==> src/rtl/mouse_cursor_tracker_if.sv <==
// mouse_cursor_tracker_if
// Packet-in / cursor-out bundle between the PS/2 packet assembler, the
// cursor tracker and the VGA cursor renderer.
//   pkt_valid, status_byte, x_byte, y_byte : decoded 3-byte PS/2 packet
//   pkt_ready                              : tracker accepts a packet
//   x_posn, y_posn                         : clamped cursor position
//   pos_valid                              : pulse on each committed update
//   pkt_err                                : pulse on a sync-bit rejection
//   btn, click                             : held buttons / rising-edge pulses
// Modports: master = packet source + cursor consumer, slave = tracker.
interface mouse_cursor_tracker_if #(
  parameter int POS_W = 10
);
  logic             pkt_valid;
  logic             pkt_ready;
  logic [7:0]       status_byte;
  logic [7:0]       x_byte;
  logic [7:0]       y_byte;
  logic [POS_W-1:0] x_posn;
  logic [POS_W-1:0] y_posn;
  logic             pos_valid;
  logic             pkt_err;
  logic [2:0]       btn;
  logic [2:0]       click;

  modport master (
    output pkt_valid, status_byte, x_byte, y_byte,
    input  pkt_ready, x_posn, y_posn, pos_valid, pkt_err, btn, click
  );

  modport slave (
    input  pkt_valid, status_byte, x_byte, y_byte,
    output pkt_ready, x_posn, y_posn, pos_valid, pkt_err, btn, click
  );
endinterface

==> src/rtl/mouse_cursor_tracker.sv <==
// mouse_cursor_tracker
// Consumes decoded PS/2 mouse packets and maintains a clamped cursor
// position plus button state for the VGA overlay.
// Ports:
//   clk    : block clock
//   rst_n  : asynchronous active-low reset
//   locked : clock-manager lock; low forces a synchronous reinitialise
//   bus    : mouse_cursor_tracker_if.slave (packet in, cursor/buttons out)
// Optional feature: define MOUSE_ACCEL_EN to double any delta whose
// magnitude is at or above ACCEL_THRESH (applied after saturation).
// Latency: packet accepted at edge k, outputs committed at edge k+2.
// POS_W must be at least 8 so the POS_W+3 sum covers the 11-bit deltas.
module mouse_cursor_tracker #(
  parameter int POS_W        = 10,
  parameter int X_MIN        = 10,
  parameter int X_MAX        = 600,
  parameter int Y_MIN        = 6,
  parameter int Y_MAX        = 474,
  parameter int X_INIT       = 320,
  parameter int Y_INIT       = 240,
  parameter int ACCEL_THRESH = 16
) (
  input  logic                  clk,
  input  logic                  rst_n,
  input  logic                  locked,
  mouse_cursor_tracker_if.slave bus
);

  localparam logic [1:0] IDLE   = 2'd0;
  localparam logic [1:0] SCALE  = 2'd1;
  localparam logic [1:0] UPDATE = 2'd2;

  localparam int SUM_W = POS_W + 3;

`ifdef MOUSE_ACCEL_EN
  localparam bit ACCEL_ON = 1'b1;
`else
  localparam bit ACCEL_ON = 1'b0;
`endif

  localparam logic [POS_W-1:0]        X_INIT_P = POS_W'(X_INIT);
  localparam logic [POS_W-1:0]        Y_INIT_P = POS_W'(Y_INIT);
  localparam logic signed [SUM_W-1:0] X_MIN_S  = SUM_W'(X_MIN);
  localparam logic signed [SUM_W-1:0] X_MAX_S  = SUM_W'(X_MAX);
  localparam logic signed [SUM_W-1:0] Y_MIN_S  = SUM_W'(Y_MIN);
  localparam logic signed [SUM_W-1:0] Y_MAX_S  = SUM_W'(Y_MAX);
  localparam logic signed [10:0]      ACCEL_T  = 11'(ACCEL_THRESH);

  logic [1:0]        state_reg;
  logic [3:0]        motion_reg;   // {Yovf, Xovf, Ysign, Xsign}
  logic [2:0]        btn_cap_reg;
  logic [7:0]        x_byte_reg;
  logic [7:0]        y_byte_reg;
  logic signed [10:0] dx_reg;
  logic signed [10:0] dy_reg;
  logic [POS_W-1:0]  x_posn_reg;
  logic [POS_W-1:0]  y_posn_reg;
  logic [2:0]        btn_reg;
  logic [2:0]        click_reg;
  logic              pos_valid_reg;
  logic              pkt_err_reg;
  logic              ready_reg;

  // Sign-extend the byte with its sign bit, saturate on overflow, then
  // optionally double large moves. -256 doubles to -512, hence 11 bits.
  function automatic logic signed [10:0] scale_delta(
    input logic       ovf,
    input logic       sgn,
    input logic [7:0] mag
  );
    logic signed [10:0] d;
    logic signed [10:0] a;
    if (ovf)
      d = sgn ? -11'sd256 : 11'sd255;
    else
      d = {{3{sgn}}, mag};
    a = (d < 11'sd0) ? -d : d;
    if (ACCEL_ON && (a >= ACCEL_T))
      d = d <<< 1;
    return d;
  endfunction

  function automatic logic signed [SUM_W-1:0] clamp(
    input logic signed [SUM_W-1:0] s,
    input logic signed [SUM_W-1:0] lo,
    input logic signed [SUM_W-1:0] hi
  );
    if (s < lo)
      return lo;
    else if (s > hi)
      return hi;
    else
      return s;
  endfunction

  // Sums are wide enough that neither +510 nor -512 from any position wraps.
  logic signed [SUM_W-1:0] x_sum_c;
  logic signed [SUM_W-1:0] y_sum_c;
  logic signed [SUM_W-1:0] x_clamp_c;
  logic signed [SUM_W-1:0] y_clamp_c;

  always_comb begin
    x_sum_c   = $signed({3'b000, x_posn_reg}) + SUM_W'(dx_reg);
    // Mouse Y grows upward, screen Y grows downward.
    y_sum_c   = $signed({3'b000, y_posn_reg}) - SUM_W'(dy_reg);
    x_clamp_c = clamp(x_sum_c, X_MIN_S, X_MAX_S);
    y_clamp_c = clamp(y_sum_c, Y_MIN_S, Y_MAX_S);
  end

  logic [2:0] click_c;
  for (genvar gi = 0; gi < 3; gi++) begin : g_click
    assign click_c[gi] = btn_cap_reg[gi] & ~btn_reg[gi];
  end

  always_ff @(posedge clk or negedge rst_n) begin
    if (!rst_n) begin
      state_reg     <= IDLE;
      motion_reg    <= '0;
      btn_cap_reg   <= '0;
      x_byte_reg    <= '0;
      y_byte_reg    <= '0;
      dx_reg        <= '0;
      dy_reg        <= '0;
      x_posn_reg    <= X_INIT_P;
      y_posn_reg    <= Y_INIT_P;
      btn_reg       <= '0;
      click_reg     <= '0;
      pos_valid_reg <= 1'b0;
      pkt_err_reg   <= 1'b0;
      ready_reg     <= 1'b0;
    end else if (!locked) begin
      // Loss of lock drops any packet in flight and recentres the cursor.
      state_reg     <= IDLE;
      motion_reg    <= '0;
      btn_cap_reg   <= '0;
      x_byte_reg    <= '0;
      y_byte_reg    <= '0;
      dx_reg        <= '0;
      dy_reg        <= '0;
      x_posn_reg    <= X_INIT_P;
      y_posn_reg    <= Y_INIT_P;
      btn_reg       <= '0;
      click_reg     <= '0;
      pos_valid_reg <= 1'b0;
      pkt_err_reg   <= 1'b0;
      ready_reg     <= 1'b0;
    end else begin
      pos_valid_reg <= 1'b0;
      pkt_err_reg   <= 1'b0;
      click_reg     <= '0;
      case (state_reg)
        IDLE: begin
          ready_reg <= 1'b1;
          if (bus.pkt_valid && ready_reg) begin
            if (bus.status_byte[3]) begin
              motion_reg  <= bus.status_byte[7:4];
              btn_cap_reg <= bus.status_byte[2:0];
              x_byte_reg  <= bus.x_byte;
              y_byte_reg  <= bus.y_byte;
              ready_reg   <= 1'b0;
              state_reg   <= SCALE;
            end else begin
              // Bad sync bit: drop the packet, keep accepting every cycle.
              pkt_err_reg <= 1'b1;
            end
          end
        end
        SCALE: begin
          dx_reg    <= scale_delta(motion_reg[2], motion_reg[0], x_byte_reg);
          dy_reg    <= scale_delta(motion_reg[3], motion_reg[1], y_byte_reg);
          state_reg <= UPDATE;
        end
        UPDATE: begin
          x_posn_reg    <= POS_W'(x_clamp_c);
          y_posn_reg    <= POS_W'(y_clamp_c);
          btn_reg       <= btn_cap_reg;
          click_reg     <= click_c;
          pos_valid_reg <= 1'b1;
          ready_reg     <= 1'b1;
          state_reg     <= IDLE;
        end
        default: begin
          ready_reg <= 1'b0;
          state_reg <= IDLE;
        end
      endcase
    end
  end

  assign bus.pkt_ready = ready_reg;
  assign bus.x_posn    = x_posn_reg;
  assign bus.y_posn    = y_posn_reg;
  assign bus.pos_valid = pos_valid_reg;
  assign bus.pkt_err   = pkt_err_reg;
  assign bus.btn       = btn_reg;
  assign bus.click     = click_reg;

endmodule

==> src/flat_wrapper.sv <==
// flat-port wrapper written by rule: the top's interface ports become plain ports
module mouse_cursor_tracker_flat 
#(
  parameter int POS_W        = 10,
  parameter int X_MIN        = 10,
  parameter int X_MAX        = 600,
  parameter int Y_MIN        = 6,
  parameter int Y_MAX        = 474,
  parameter int X_INIT       = 320,
  parameter int Y_INIT       = 240,
  parameter int ACCEL_THRESH = 16
)
  (clk, rst_n, locked, bus_pkt_valid, bus_status_byte, bus_x_byte, bus_y_byte, bus_pkt_ready, bus_x_posn, bus_y_posn, bus_pos_valid, bus_pkt_err, bus_btn, bus_click);
  mouse_cursor_tracker_if #(.POS_W(POS_W)) bus_i ();
  input  logic clk;
  input  logic rst_n;
  input  logic locked;
  input wire logic [$bits(bus_i.pkt_valid)-1:0] bus_pkt_valid;
  input wire logic [$bits(bus_i.status_byte)-1:0] bus_status_byte;
  input wire logic [$bits(bus_i.x_byte)-1:0] bus_x_byte;
  input wire logic [$bits(bus_i.y_byte)-1:0] bus_y_byte;
  output wire logic [$bits(bus_i.pkt_ready)-1:0] bus_pkt_ready;
  output wire logic [$bits(bus_i.x_posn)-1:0] bus_x_posn;
  output wire logic [$bits(bus_i.y_posn)-1:0] bus_y_posn;
  output wire logic [$bits(bus_i.pos_valid)-1:0] bus_pos_valid;
  output wire logic [$bits(bus_i.pkt_err)-1:0] bus_pkt_err;
  output wire logic [$bits(bus_i.btn)-1:0] bus_btn;
  output wire logic [$bits(bus_i.click)-1:0] bus_click;
  assign bus_i.pkt_valid = bus_pkt_valid;
  assign bus_i.status_byte = bus_status_byte;
  assign bus_i.x_byte = bus_x_byte;
  assign bus_i.y_byte = bus_y_byte;
  assign bus_pkt_ready = bus_i.pkt_ready;
  assign bus_x_posn = bus_i.x_posn;
  assign bus_y_posn = bus_i.y_posn;
  assign bus_pos_valid = bus_i.pos_valid;
  assign bus_pkt_err = bus_i.pkt_err;
  assign bus_btn = bus_i.btn;
  assign bus_click = bus_i.click;
  mouse_cursor_tracker #(.POS_W(POS_W), .X_MIN(X_MIN), .X_MAX(X_MAX), .Y_MIN(Y_MIN), .Y_MAX(Y_MAX), .X_INIT(X_INIT), .Y_INIT(Y_INIT), .ACCEL_THRESH(ACCEL_THRESH)) u_core (.clk(clk), .rst_n(rst_n), .locked(locked), .bus(bus_i));
endmodule
==> config.mk <==
export PLATFORM = sky130hd
export DESIGN_NAME = mouse_cursor_tracker_flat
export DESIGN_NICKNAME = d
export VERILOG_FILES = /design/src/rtl/mouse_cursor_tracker_if.sv /design/src/rtl/mouse_cursor_tracker.sv /design/src/flat_wrapper.sv
export SDC_FILE = /design/constraint.sdc
export NUM_CORES = 1
export LEC_CHECK = 0
export CAP_MARGIN = 20
export CORE_ASPECT_RATIO = 0.5
export CORE_MARGIN = 1.5
export CORE_UTILIZATION = 46
export DETAILED_ROUTE_END_ITERATION = 10
export GPL_ROUTABILITY_DRIVEN = 0
export PLACE_DENSITY = 0.69
export RECOVER_POWER = 25
export SLEW_MARGIN = 20
export SYNTH_ARGS = -nofsm -noshare
export SYNTH_HDL_FRONTEND = slang
export SYNTH_SLANG_ARGS = --single-unit
==> constraint.sdc <==
create_clock -name clk -period 8 [get_ports clk]
set_input_delay 0.8 -clock clk [delete_from_list [all_inputs] [get_ports clk]]
set_output_delay 0.8 -clock clk [all_outputs]
set_load 0.01 [all_outputs]
Word level (Yosys, flattened, before mapping)
Cells that the tools add are included.
Cells by class
  $add $sub $neg: 2
  $lt $le $gt $ge: 4
  equal/unequal tests: 10
  muxes and demuxes: 49
  bitwise gates (word level): 6
  reductions and logical operators: 4
Operator list (count)
  11-bit 2-to-1 mux: 8
  10-bit 2-to-1 mux: 8
  8-bit 2-to-1 mux: 8
  3-bit 2-to-1 mux: 8
  4-bit 2-to-1 mux: 4
  11-bit by 11-bit adder with 12-bit output: 1
  12-bit by 10-bit greater-than comparator with 1-bit output, second input constant: 1
  12-bit by 11-bit greater-than comparator with 1-bit output, second input constant: 1
  12-bit by 4-bit < comparator with 1-bit output, second input constant: 1
  12-bit by 5-bit < comparator with 1-bit output, second input constant: 1
  11-bit by 11-bit subtractor with 12-bit output: 1
  2-bit by 1-bit inequality test with 1-bit output, second input constant: 5
  1-bit 2-to-1 mux: 8
  2-bit 2-to-1 mux: 3
  2-bit case mux with 2 select lines: 1
  1-bit AND: 3
  3-bit by 2-bit inequality test with 1-bit output, second input constant: 1
  3-bit inequality test, second input constant: 1
  1-bit inverter: 3
  1-bit case mux with 3 select lines: 1
  3-bit AND reduction: 1
  2-bit by 1-bit == test with 1-bit output, second input constant: 1
  2-bit == test, second input constant: 1
  2-bit zero test: 1
  3 further kinds: 3
Storage, ports and cells
  register bits: 76
  input bits: 28
  output and inout bits: 29
  word-level logic and storage cells: 89

Longest topological paths before layout
Gate-level depths: netlist (run 1).
  depth in word-level cells: 6
  gate-level depth with buffers: 11
  mapped depth without buffers: 11

Worst setup path before layout (run 1)
OpenSTA, ideal clock, no wires.
  path kind: reg2reg
  start: register u_core.x_posn_reg[0] (netlist: u_core.bus.x_posn[0])
  end: register u_core.x_posn_reg[6] (netlist: u_core.bus.x_posn[6])
  arrival time: 2856 ps
  slack: 5060 ps
  stages on the path, launching flop included: 11
  buffers on the path: 0
  period minus slack after synthesis: 2940 ps
  cells stage by stage: dfrtp_1 -> ha_1 -> inv_1 -> fa_1 -> and2b_1 -> o221ai_2 -> a211oi_1 -> mux2_2 -> or2_4 -> o311a_4 -> a221o_1
On the way
  cells in the longest elaborated chain, start to end: 6
Ends and longest elaborated chain
  start, declared: line mouse_cursor_tracker.sv:56  | logic [POS_W-1:0] x_posn_reg;
  start signal, assigned: line mouse_cursor_tracker.sv:174  | x_posn_reg <= POS_W'(x_clamp_c);
  11-bit by 11-bit adder with 12-bit output (*): line mouse_cursor_tracker.sv:103  | x_sum_c = $signed({3'b000, x_posn_reg}) + SUM_W'(dx_reg);
  12-bit by 11-bit greater-than comparator with 1-bit output: line mouse_cursor_tracker.sv:90  | else if (s > hi)
  10-bit 2-to-1 mux: line mouse_cursor_tracker.sv:90
  10-bit 2-to-1 mux (*): line mouse_cursor_tracker.sv:88  | if (s < lo)
  10-bit 2-to-1 mux (*): line mouse_cursor_tracker.sv:151  | case (state_reg)
  10-bit 2-to-1 mux (*): line mouse_cursor_tracker.sv:131  | end else if (!locked) begin
Mark *: on every way between the ends. The rest lies on a longest branch, timed or not. The select of a mux whose other input is x is not followed.
A chain may end at the register's enable or synchronous reset.

==> results of run 1 <==
==> cells in the mapped netlist (all sizes together), types with 5 or more instances <==
master / number
xnor2: 10
and3: 5
a21o: 6
clkbuf: 12
nand2: 42
a21oi: 19
a22o: 26
dfstp: 6
ha: 22
a31oi: 6
o211ai: 5
xor2: 8
nor3b: 6
a211oi: 10
nand3: 7
or2: 7
dfrtp: 66
o21ai: 37
inv: 31
nor3: 7
nor2: 36
==> layout make-up <==
cell class	instances	area, um^2
Fill cell	778	3617
Tap cell	117	146.4
Clock buffer	12	246.5
Clock inverter	4	55.05
Multi-Input combinational cell	315	2151
Sequential cell	72	1809
Timing Repair Buffer	58	566.8
Inverter	31	116.4
==> worst paths after layout <==
path	from	end	slack (ps)	depth (start not counted)
min reg2reg	u_core.bus.btn[1]	u_core.bus.click[1]	460	1
max reg2reg	u_core.dy_reg[9]	u_core.bus.y_posn[5]	4900	9
min in group asynchronous	rst_n	u_core.y_byte_reg[1]	1880	2
max	rst_n	u_core.bus.click[0]	3970	2
max in group clk	u_core.dy_reg[9]	u_core.bus.y_posn[5]	4900	9
min	u_core.bus.btn[1]	u_core.bus.click[1]	460	1
==> metal layers <==
metal | track usage [%] | up-vias | wire length (um)
met5 | 0 | - | 0
met4 | 5.146 | 0 | 74
met3 | 6.318 | 8 | 416
met2 | 31.43 | 69 | 4211
met1 | 31.96 | 1651 | 4980
li1 | - | 1686 | -
==> cell families (layout without fill, tap and decap cells) <==
| logic type | Yosys count | after routing | synth area share (%) |
|---|---|---|---|
| AND/OR/NAND/NOR | 129 | 129 | 14.95 |
| adder cells (fa/ha/maj) | 24 | 24 | 7.655 |
| buffers and inverters | 45 | 105 | 4.131 |
| multiplexers | 2 | 2 | 0.5164 |
| AO/OA/AOI/OAI | 142 | 142 | 25.00 |
| flip-flops | 72 | 72 | 43.92 |
| XOR/XNOR | 18 | 18 | 3.827 |
==> report_power, final <==
| part | switching [uW] | leakage (uW) | internal, uW |
|---|---|---|---|
| Sequential | 5.33 | 0.000978 | 371 |
| Clock | 154 | 0.000143 | 252 |
| Combinational | 37.6 | 0.00104 | 29.7 |
==> stage by stage <==
stage	worst slack [ps]	instance area, um^2	hold slack [ps]	cells	total power [uW]
floorplan	5060	4119	449.8	432	414.8
finish	3968	5091	464.4	609	849.3
CTS	4937	5087	468.2	609	857.6
detailed placement	4942	4786	459.5	593	449.8
global placement	4989	4786	449.7	593	449.6
global route	3134	5091	473.9	609	882.5
==> qor.log, run 1 <==
INFO  setup_path     cp_max_fo=72
INFO  sta            worst-slew-pin-transition=3817ps
INFO  setup_path     cp.buffers_inverters=2
INFO  yosys          post-synth-top-area-fraction=40.10%
INFO  sta            max-slew-margin-rel=-154.5%
INFO  setup_path     worst-setup-path-type=in2async
INFO  yosys          ys_top_cells_by_area=sky130_fd_sc_hd__dfrtp_1, sky130_fd_sc_hd__ha_1, sky130_fd_sc_hd__a22o_1
INFO  clocking       tritoncts_clock_tree=done
INFO  setup_path     startpoint_type=input port
INFO  sta            rsz0062_at_grt=no
INFO  setup_path     cp.required=7560ps
INFO  pwr            power.density=166.8nW/um^2
INFO  detailed_routing detail_route.first_pass.iterations=5
INFO  floorplanning  floorplan.die_area=9565um^2
INFO  yosys          syn_area_per_cell=9.535um^2
INFO  setup_path     slowest_stage=sky130_fd_sc_hd__clkbuf_1
INFO  global_routing grt_use_total=21.67%
INFO  floorplanning  core.rowCount=24
INFO  final_layout   insertedDiodeCount=0
INFO  sta            report.final.hold_viol_count=0
INFO  status         failed_checks=capacitance limit, slew limit
INFO  run            maxCapViolCount=1
INFO  floorplanning  die_x=136.8um
INFO  yosys          synth_flop_cell=sky130_fd_sc_hd__dfrtp_1
INFO  final_layout   flow.area_growth_from_synthesis=23.60%
INFO  clocking       number_of_buffers_created_by_cts=9
INFO  final_layout   utilization=58.46%
INFO  place          post-dp-hpwl=7005um
INFO  setup_path     crit_chain=buf_2 -> clkbuf_1
INFO  clocking       post-cts-setup-buffers=0
INFO  clocking       cts_repair_resize_count=0
INFO  clocking       clk_pin_slew=60ps
INFO  yosys          yosysUniqueCellTypes=61
INFO  sta            maxSlewViolCount=73
INFO  clocking       cts_max_level=3
INFO  yosys          syn-num-nets=484
INFO  detailed_routing first_iter_violations=236
INFO  yosys          synth-seq-cells=72
INFO  detailed_routing wl_per_cell=15.90um
INFO  setup_path     cp_slowest_stage_delay=2670ps
INFO  clocking       cts_buffer_depth=2
INFO  global_routing largest_net_degree_at_the_start_of_global_routing=73
INFO  clocking       clk-insertion-delay-late=340ps
INFO  yosys          yosys_warnings=0
INFO  setup_path     cpLargestDelayFamily=buffers and inverters
INFO  detailed_routing finalWirelength=9682um
INFO  clocking       cts-root-buf=sky130_fd_sc_hd__clkbuf_16
INFO  yosys          synth_enable_flop_cells=0
INFO  pwr            leakagePower=0.002158uW
INFO  pwr            irDropWorstVdd=0.00009907V
INFO  sta            fin_setup_tns=0ps
INFO  sta            achievable-frequency=0.2480GHz
INFO  sta            skew=5.889ps
INFO  clocking       post_cts_hold_buffer_count=0
INFO  global_routing global_route_wire_length_before_repair=16010um
INFO  final_layout   mostFrequentLayoutCells=sky130_fd_sc_hd__dfrtp_1, sky130_fd_sc_hd__clkdlybuf4s50_1, sky130_fd_sc_hd__nand2_1
INFO  yosys          syn_inst=432
INFO  global_routing first_global_vias=3238
INFO  detailed_routing number_of_remaining_drc_errors=0
INFO  final_layout   final_common_cell=sky130_fd_sc_hd__dfrtp_1
INFO  floorplanning  initial_standard_cell_utilization_of_the_core=47.30%
INFO  clocking       clock_sink_count=72
INFO  global_routing initial_antenna_violation_count=0
INFO  yosys          asyncSetResetFlopFracSynth=100.0%
INFO  setup_path     worst_ep_arrival_time=3590ps
INFO  setup_path     timing.critical_path.to_type=async pin
INFO  floorplanning  design.core.area=8708um^2
INFO  place          port_buffers=56
INFO  detailed_routing dr_total_vias=3414
INFO  min_path       worst_hold_path_type=reg2reg
INFO  yosys          synth_top_cell_by_area=sky130_fd_sc_hd__dfrtp_1
INFO  floorplanning  die_outline_height=69.91um
INFO  final_layout   fin_nets=539
INFO  floorplanning  pin_count=57
INFO  detailed_routing detail-route-antenna-nets=0
INFO  sta            setup_violations=0
INFO  yosys          synth.yosys.seq_area_share=43.92%
INFO  detailed_routing detail_route.vias_per_cell=5.606
INFO  status         result_of_the_run=complete, but fails checks
INFO  sta            final_min_period_over_clock_period=50.40%
INFO  final_layout   final_layout_size_suffix_gt1_share=7.927%
INFO  sta            period_needed=4032ps
INFO  yosys          synth_area=4119um^2
INFO  global_routing globalRoute.totalOverflow=0
Power figures use the tool's default switching activity.
==> run 2, diff against run 1 <==
Settings changed: PLACE_DENSITY 0.69 to 0.72.
Clock period 8 ns to 3.4 ns, I/O delays scaled along.
==> run 2 against run 1 <==
Effect of this change:
- the run still ends with capacitance limit, slew limit left
- utilization rose by 0.42 points
- combinational power grew 140%
- cell area increased by 0.71%
- clock-buffer cell count rose by 1
- global-route usage is 0.32 points higher
- worst hold slack lost 3.1 ps
- total power up 140%
- clock skew is 1.6 ps lower
- critical path type is now reg2reg
- largest cell class unchanged
==> qor.log, run 2 (synthesized netlist as in run 1, its figures left out) <==
INFO  place          post-dp-hpwl=7389um [+5.5%]
INFO  detailed_routing first_iter_violations=265 [+12%]
INFO  place          port_buffers=56 [unchanged]
INFO  detailed_routing number_of_remaining_drc_errors=0 [unchanged]
INFO  setup_path     reg_to_reg_endpoint=u_core.bus.y_posn[5]
INFO  detailed_routing finalWirelength=9815um [+1.4%]
INFO  setup_path     worst_ep_arrival_time=3360ps [-230 ps]
INFO  detailed_routing detail_route.first_pass.iterations=5 [unchanged]
INFO  final_layout   mostFrequentLayoutCells=sky130_fd_sc_hd__dfrtp_1, sky130_fd_sc_hd__clkdlybuf4s50_1, sky130_fd_sc_hd__nand2_1
INFO  place          dp_cells=598 [+0.84%]
INFO  setup_path     r2r_slack=230ps [-4670 ps]
INFO  sta            fin_setup_tns=0ps [unchanged]
INFO  setup_path     cp_max_fo=7 [-90%]
INFO  floorplanning  floorplan.die_area=9565um^2 [unchanged]
INFO  clocking       cts-root-buf=sky130_fd_sc_hd__clkbuf_16
INFO  detailed_routing detail-route-antenna-nets=0 [unchanged]
INFO  sta            final_min_period_over_clock_period=93.31%
INFO  sta            maxSlewViolCount=38 [-48%]
INFO  floorplanning  die_x=136.8um [unchanged]
INFO  sta            achievable-frequency=0.3152GHz
INFO  global_routing first_global_vias=3275 [+1.1%]
INFO  pwr            leakagePower=0.002187uW [+1.3%]
INFO  min_path       worst_hold_path_type=reg2reg
INFO  sta            whs=461.3ps [-3.076 ps]
INFO  clocking       number_of_buffers_created_by_cts=9 [unchanged]
INFO  final_layout   insertedDiodeCount=0 [unchanged]
INFO  floorplanning  initial_standard_cell_utilization_of_the_core=47.30% [unchanged]
INFO  clocking       post_cts_hold_buffer_count=0 [unchanged]
INFO  clocking       cts_buffer_depth=2 [unchanged]
INFO  detailed_routing wl_per_cell=16.01um [+0.71%]
INFO  final_layout   final_layout_size_suffix_gt1_share=8.871% [+0.94 points]
INFO  floorplanning  die_outline_height=69.91um [unchanged]
INFO  global_routing global_route_wire_length_before_repair=16330um [+2.0%]
INFO  pwr            fin_total_pwr=1998uW [+140%]
INFO  global_routing largest_net_degree_at_the_start_of_global_routing=38 [-48%]
INFO  clocking       cts_repair_resize_count=0 [unchanged]
INFO  final_layout   utilization=58.88% [+0.42 points]
INFO  status         failed_checks=capacitance limit, slew limit
INFO  setup_path     ff2ff_path_depth=11 [+2]
INFO  clocking       tritoncts_clock_tree=done
INFO  clocking       post-cts-setup-buffers=0 [unchanged]
INFO  sta            setup_violations=0 [unchanged]
INFO  run            maxCapViolCount=1 [unchanged]
INFO  min_path       min-delay-start=u_core.bus.btn[1]
INFO  detailed_routing dr_total_vias=3521 [+3.1%]
INFO  final_layout   stdcell_count=613 [+0.66%]
INFO  setup_path     worst-setup-path-type=reg2reg
INFO  final_layout   layout.filler_cells=771 [-0.90%]
INFO  final_layout   final_common_cell=sky130_fd_sc_hd__dfrtp_1
INFO  detailed_routing detail_route.vias_per_cell=5.744 [+2.5%]
INFO  pwr            irDropWorstVdd=0.0002393V [+140%]
INFO  status         result_of_the_run=complete, but fails checks
INFO  setup_path     r2r_start=u_core.bus.y_posn[0]
INFO  clocking       cts_max_level=3 [unchanged]
INFO  clocking       clk_pin_slew=50ps [about the same]
INFO  setup_path     cp.required=3590ps [-3970 ps]
INFO  min_path       hold-path-endpoint=u_core.bus.click[1]
INFO  sta            skew=4.309ps [-1.580 ps]
INFO  sta            period_needed=3173ps
INFO  setup_path     timing.critical_path.to_type=flop
INFO  global_routing grt_use_total=22.00% [+0.32 points]
INFO  clocking       clock_sink_count=72 [unchanged]
INFO  clocking       clk-insertion-delay-late=320ps [-20 ps]
INFO  sta            max-slew-margin-rel=-32.06% [+120 points]
INFO  floorplanning  design.core.area=8708um^2 [unchanged]
INFO  floorplanning  pin_count=57 [unchanged]
INFO  final_layout   fin_nets=544 [+0.93%]
INFO  setup_path     startpoint_type=flop
INFO  global_routing globalRoute.totalOverflow=0 [unchanged]
INFO  min_path       worst_hold_path.num_cells=1 [unchanged]
INFO  final_layout   flow.area_growth_from_synthesis=24.48%
INFO  sta            report.final.hold_viol_count=0 [unchanged]
INFO  floorplanning  core.rowCount=24 [unchanged]
INFO  pwr            power.density=389.6nW/um^2 [+130%]
INFO  sta            worst-slew-pin-transition=1981ps [-1836 ps]
INFO  sta            rsz0062_at_grt=no
INFO  global_routing initial_antenna_violation_count=0 [unchanged]
[run 2: critical path, stage by stage, from the launching register on]
cell and delay, ps:
sky130_fd_sc_hd__dfrtp_1 390, sky130_fd_sc_hd__inv_1 60, sky130_fd_sc_hd__ha_1 150, sky130_fd_sc_hd__inv_1 50, sky130_fd_sc_hd__fa_1 390, sky130_fd_sc_hd__a211oi_1 370, sky130_fd_sc_hd__o211ai_1 180, sky130_fd_sc_hd__a31oi_1 320
sky130_fd_sc_hd__o211ai_1 140, sky130_fd_sc_hd__a21o_1 270, sky130_fd_sc_hd__a21o_1 240, sky130_fd_sc_hd__o41ai_1 470
[run 2: per-layer routing]
metal / up-vias / GRT usage, % / wire length (um)
met5: - / 0 / 0
met1: 1713 / 31.62 / 4651
met2: 97 / 32.94 / 4556
met3: 16 / 5.810 / 453
met4: 0 / 5.965 / 154
li1: 1695 / - / -
[run 2: how the worst max path moves through the flow]
stage | from | to | slack [ps] | cells after the start
after global routing | u_core.bus.y_posn[0] | u_core.bus.y_posn[5] | 7 | 11
final | u_core.bus.y_posn[0] | u_core.bus.y_posn[5] | 230 | 11
after global placement | u_core.bus.x_posn[0] | u_core.bus.x_posn[6] | 420 | 10
after detailed placement | u_core.bus.x_posn[0] | u_core.bus.x_posn[6] | 340 | 10
after CTS | u_core.bus.y_posn[0] | u_core.bus.y_posn[5] | 250 | 11
after floorplan | u_core.bus.x_posn[0] | u_core.bus.x_posn[6] | 460 | 10
[run 2: layout make-up]
type | count | area [um^2] | share of cell area (%)
multi-input combinational | 315 | 2143 | 41.80
sequential | 72 | 1809 | 35.29
timing repair buffer | 63 | 604.3 | 11.79
clock buffer | 13 | 270.3 | 5.271
tap | 117 | 146.4 | 2.855
inverter | 31 | 116.4 | 2.269
clock inverter | 2 | 37.54 | 0.7321
[run 2: per-stage QoR]
step / cell area [um^2] / worst slack, ps
2_1_floorplan: 4119 / 460.3
3_5_place_dp: 4836 / 336.3
3_3_place_gp: 4836 / 423.9
6_report: 5127 / 227.4
4_1_cts: 5144 / 246.1
5_1_grt: 5127 / 6.753
[run 2: report_power, final]
group	switching (uW)	leakage, uW	internal (uW)	total (uW)
Combinational	87.9	0.00106	72.1	160
Sequential	12.8	0.000978	873	886
Clock	328	0.000148	624	952
==> run 3, diff against run 2 <==
Settings changed: SLEW_MARGIN 20 to default, TNS_END_PERCENT from default to 10.
==> results of run 3 <==
No change in the layout: final DEF, timing and power equal those of run 2.
